===== src/rtl/gray_to_rgb565_ise.sv =====
// Custom-instruction responder: expands four packed 8-bit gray pixels to RGB565.
// A CONVERT call returns pixels 0-1 and buffers pixels 2-3. A READ_HI call
// returns the buffered pixels. A STATUS call reports whether the buffer holds
// unread data.
module gray_to_rgb565_ise #(
  parameter logic [7:0] customInstructionId = 8'd0
) (
  input  logic        clock,
  input  logic        reset,
  input  logic        start,
  input  logic [31:0] valueA,
  input  logic [31:0] valueB,
  input  logic [7:0]  iseId,
  output logic        done,
  output logic [31:0] result
);

  typedef enum logic [1:0] {
    StIdle,
    StStage,
    StRespond
  } state_e;

  localparam logic [1:0] ModeConvert = 2'd0;
  localparam logic [1:0] ModeReadHi  = 2'd1;
  localparam logic [1:0] ModeStatus  = 2'd2;

  state_e      state_q, state_d;
  logic [31:0] op_q, op_d;
  logic [31:0] hi_buf_q, hi_buf_d;
  logic        hi_valid_q, hi_valid_d;
  logic        done_q, done_d;
  logic [31:0] result_q, result_d;

  logic       accept;
  logic [1:0] mode;

  // Only the low two bits of operand B carry meaning.
  logic unused_value_b;
  assign unused_value_b = ^valueB[31:2];

  assign mode   = valueB[1:0];
  assign accept = start && (iseId == customInstructionId) && (state_q == StIdle);

  // Bit-replication expansion: no rounding, the top gray bits feed each channel.
  function automatic logic [15:0] gray_to_rgb(input logic [7:0] g);
    return {g[7:3], g[7:2], g[7:3]};
  endfunction

  // State and datapath registers; reset clears everything and aborts a call.
  always_ff @(posedge clock) begin
    if (reset) begin
      state_q    <= StIdle;
      op_q       <= 32'd0;
      hi_buf_q   <= 32'd0;
      hi_valid_q <= 1'b0;
      done_q     <= 1'b0;
      result_q   <= 32'd0;
    end else begin
      state_q    <= state_d;
      op_q       <= op_d;
      hi_buf_q   <= hi_buf_d;
      hi_valid_q <= hi_valid_d;
      done_q     <= done_d;
      result_q   <= result_d;
    end
  end

  // Next-state logic.
  always_comb begin
    state_d = state_q;
    unique case (state_q)
      StIdle: begin
        if (accept) begin
          state_d = (mode == ModeConvert) ? StStage : StRespond;
        end
      end
      StStage:   state_d = StRespond;
      StRespond: state_d = StIdle;
      default:   state_d = StIdle;
    endcase
  end

  // Output and datapath next values; result_d stays zero unless done_d is set.
  always_comb begin
    op_d       = op_q;
    hi_buf_d   = hi_buf_q;
    hi_valid_d = hi_valid_q;
    done_d     = 1'b0;
    result_d   = 32'd0;
    unique case (state_q)
      StIdle: begin
        if (accept) begin
          unique case (mode)
            ModeConvert: op_d = valueA;
            ModeReadHi: begin
              done_d     = 1'b1;
              result_d   = hi_valid_q ? hi_buf_q : 32'd0;
              hi_valid_d = 1'b0;
            end
            ModeStatus: begin
              done_d   = 1'b1;
              result_d = {31'd0, hi_valid_q};
            end
            default: done_d = 1'b1;
          endcase
        end
      end
      StStage: begin
        done_d     = 1'b1;
        result_d   = {gray_to_rgb(op_q[15:8]), gray_to_rgb(op_q[7:0])};
        hi_buf_d   = {gray_to_rgb(op_q[31:24]), gray_to_rgb(op_q[23:16])};
        hi_valid_d = 1'b1;
      end
      StRespond: ;
      default: ;
    endcase
  end

  assign done   = done_q;
  assign result = result_q;

endmodule


===== config.mk =====
export PLATFORM = sky130hd
export DESIGN_NAME = gray_to_rgb565_ise
export DESIGN_NICKNAME = d
export VERILOG_FILES = /design/src/rtl/gray_to_rgb565_ise.sv
export SDC_FILE = /design/constraint.sdc
export NUM_CORES = 1
export LEC_CHECK = 0
export CAP_MARGIN = 30
export CORE_MARGIN = 5
export CORE_UTILIZATION = 40
export DETAILED_ROUTE_END_ITERATION = 10
export PLACE_DENSITY_LB_ADDON = 0.15
export SETUP_SLACK_MARGIN = 0.1
export SYNTH_ARGS = -nofsm -noshare
export SYNTH_HDL_FRONTEND = slang
export SYNTH_SLANG_ARGS = --single-unit

===== constraint.sdc =====
create_clock -name clock -period 1.92 [get_ports clock]
set_input_delay 0.384 -clock clock [delete_from_list [all_inputs] [get_ports clock]]
set_output_delay 0.384 -clock clock [all_outputs]
set_load 0.02 [all_outputs]

==> results.cfg, run 1 <==
[logic_synthesis]
synth_top_cells_by_count = nand2_1 (74), dfxtp_1 (53), a21oi_1 (40)
synthArstFlopShare_pct = 0
synth_seq_cells = 53
ys_seq_area_share_pct = 49.62
synth_edf_count = 0
yosysTopAreaCell = dfxtp_1
synthTopCellsByArea = dfxtp_1 (50%), nand2_1 (13%), a21oi_1 (9.4%), buf_4 (7.4%), a22oi_1 (3.5%)
netlist_area_um2 = 2138
synth_top_area_share_pct = 49.62
yosys_warnings = 0
yosys_most_used_dff = dfxtp_1
syn_inst = 254
yosysMostFrequentCell = nand2_1
ys_types = 31
synth_area_per_cell_um2 = 8.419
synth_nets = 332

[hold_path]
hp-class = reg2reg
min_from = op_q[7]

[power_and_ir_drop]
p_comb_share_pct = 6.8
p_int_mw = 1.609
power_mw = 2.000
powerDensity_nw_per_um2 = 662.9
switching_share_pct = 19.56
leakagePower_nw = 1.058
p_seq_share_pct = 54.9
p_sw_uw = 391.3
ir_drop_mv = 0.4413
pwr-share-clk_pct = 38.3

[timing]
setup_viol = 0
tightest_slew_ns = 0.4762
whs_ns = 0.4542
finalCritPeriodShare_pct = 89.55
min_period_ns = 1.719
hold_viol = 0
setup_tns_ns = 0
fmax_mhz = 581.6
worst_slack_ns = 0.2006
skew_ns = 0.006220
slew_headroom_pct = 68.25
rsz0062_at_grt = no
slew_violations = 0

[die]
num_io_pins = 108
dieArea_um2 = 6908
core_um2 = 5140
row_count = 26
start_util_pct = 41.60
die_w_um = 83.12
die_h_um = 83.12

[worst_setup_path]
startpoint = iseId[7]
worstPathArrival_ns = 1.95
worstPathRequired_ns = 2.15
cp_slowest_cell = or4_1
timing.rr.start = state_q[0]
path_delay_family = simple AND/OR/NAND/NOR gates
reg2reg_slack_ns = 0.32
critPathLaunchType = input pin
slowest_delay_ns = 0.53
crit_type = in2reg
worstPathMaxFanout = 3
crit_chain = clkdlybuf4s50_1 -> nor4_4 -> nand4b_1 -> or4_1 -> a21oi_1
path_buf_inv = 1
critPathCaptureType = flop

[route]
drc = 0
vias = 1825
ant_nets = 0
wirelength_um = 4835
dr.first_iter.drc_count = 129
via_per_inst = 4.753
wl_per_cell_um = 12.59
first_pass_iters = 4

[global_routing]
antenna_found_initial = 0
grt_pass1_wl_um = 7803
grt-ovfl-total = 0
first_global_vias = 1627
track_usage_pct = 13.69
grt_max_degree = 39

[placement]
post-place-ws_ns = -0.3324
gp_congestion = 0.8554
io_buffers = 69
dp_hpwl_um = 3463
place_area_um2 = 2799

[finish]
drive_above_1_share_pct = 12.42
seq_area_um2 = 1061
multi_input_area_um2 = 910.9
layout.nets = 391
syn2layout_area_growth_pct = 41.13
nFillCells = 495
stdcell_area_um2 = 3018
antenna_cells = 0

[clock_tree]
cts_max_level = 2
path_clk_slew_ns = 0.09
clk-insertion-delay-late_ns = 0.30
cts.sinks = 53
cts-root-buf = clkbuf_8
clockBufferDepth = 2
tritoncts = built
numCtsBuffers = 5

[run_status]
status = completed

[flow_run]
timing.max_cap.violations = 0
power groups by stage:
| stage | clock [mW] | combinational (mW) | sequential (mW) |
|---|---|---|---|
| 2_1_floorplan | 0 | 0.0315 | 1.12 |
| 3_3_place_gp | 0 | 0.125 | 1.12 |
| 3_5_place_dp | 0 | 0.125 | 1.12 |
| 4_1_cts | 0.790 | 0.127 | 1.10 |
| 5_1_grt | 0.830 | 0.144 | 1.10 |
| 6_report | 0.767 | 0.135 | 1.10 |
metal layers:
layer | global-route usage (%) | routed length (µm) | vias to the layer above
met3 | 5.347 | 397 | 6
met2 | 20.26 | 2115 | 68
met1 | 18.20 | 2256 | 810
li1 | - | - | 941
met4 | 4.458 | 65 | 0
met5 | 0 | 0 | -
what timing repair did:
action,CTS,global route
pin swaps,2,5
gates cloned,0,1
resized for setup,2,16
hold buffers,0,0
setup endpoints to repair,2,33
setup buffers,3,0
metrics by stage:
stage,cells,utilization (%)
2_1_floorplan,254,-
3_3_place_gp,372,54.45
3_5_place_dp,372,54.45
4_1_cts,383,57.30
5_1_grt,384,58.71
6_report,384,58.71
cell usage in the layout, fill, tap and decap left out, types with 2 or more instances in the layout:
cell,n
nand2_1,74
clkdlybuf4s50_1,64
dfxtp_1,53
a21oi_1,39
buf_4,16
nor2_1,14
a22oi_1,10
clkbuf_8,6
dlymetal6s2s_1,5
inv_2,2
nand2b_1,2
or4_4,2
nor4b_4,2
nand3_1,2
final timing paths:
| kind | to | depth (start not counted) |
|---|---|---|
| max reg2reg | result[27] | 6 |
| min | op_q[7] | 2 |
| min reg2reg | op_q[7] | 2 |
| max | result[0] | 5 |
area by class of cell:
cell class,count,area share (%)
clock inverter,1,0.9950
clock buffer,7,2.861
tap,70,2.902
inverter,2,0.2488
sequential,53,35.16
multi-input combinational,165,30.18
timing repair buffer,86,27.65
worst min-delay path, delay by kind of cell (launching register included):
family          cells  cell delay (ns)
flops               1             0.32
simple gates        1             0.05
compound gates      1             0.05
sequential cells by signal (all words and copies together), names as in the netlist:
signal and count:
op_q 24, result 13, hi_buf_q 12, state_q 2, done 1, hi_valid_q 1
logic make-up (layout without fill, tap and decap cells):
kind of cell	after synthesis	after routing	share of synthesized area [%]
adders and majority gates	3	3	1.756
DFF	53	53	49.62
buffers and inverters	36	96	10.42
AOI/OAI and AO/OA	52	52	13.57
and+or+nand+nor	110	110	24.63
Power figures use the tool's default switching activity.
==> run 2: changes to the inputs <==
ABC_CLOCK_PERIOD_IN_PS = 1920   (was not set)
CTS_CLUSTER_SIZE = 25   (was not set)
==> results of run 2 <==
Final layout, timing and power as in run 1 (identical DEF).
==> run 3: changes to the inputs <==
SLEW_MARGIN = 10   (was not set)
==> results of run 3 <==
Final layout, timing and power as in run 1 (identical DEF).
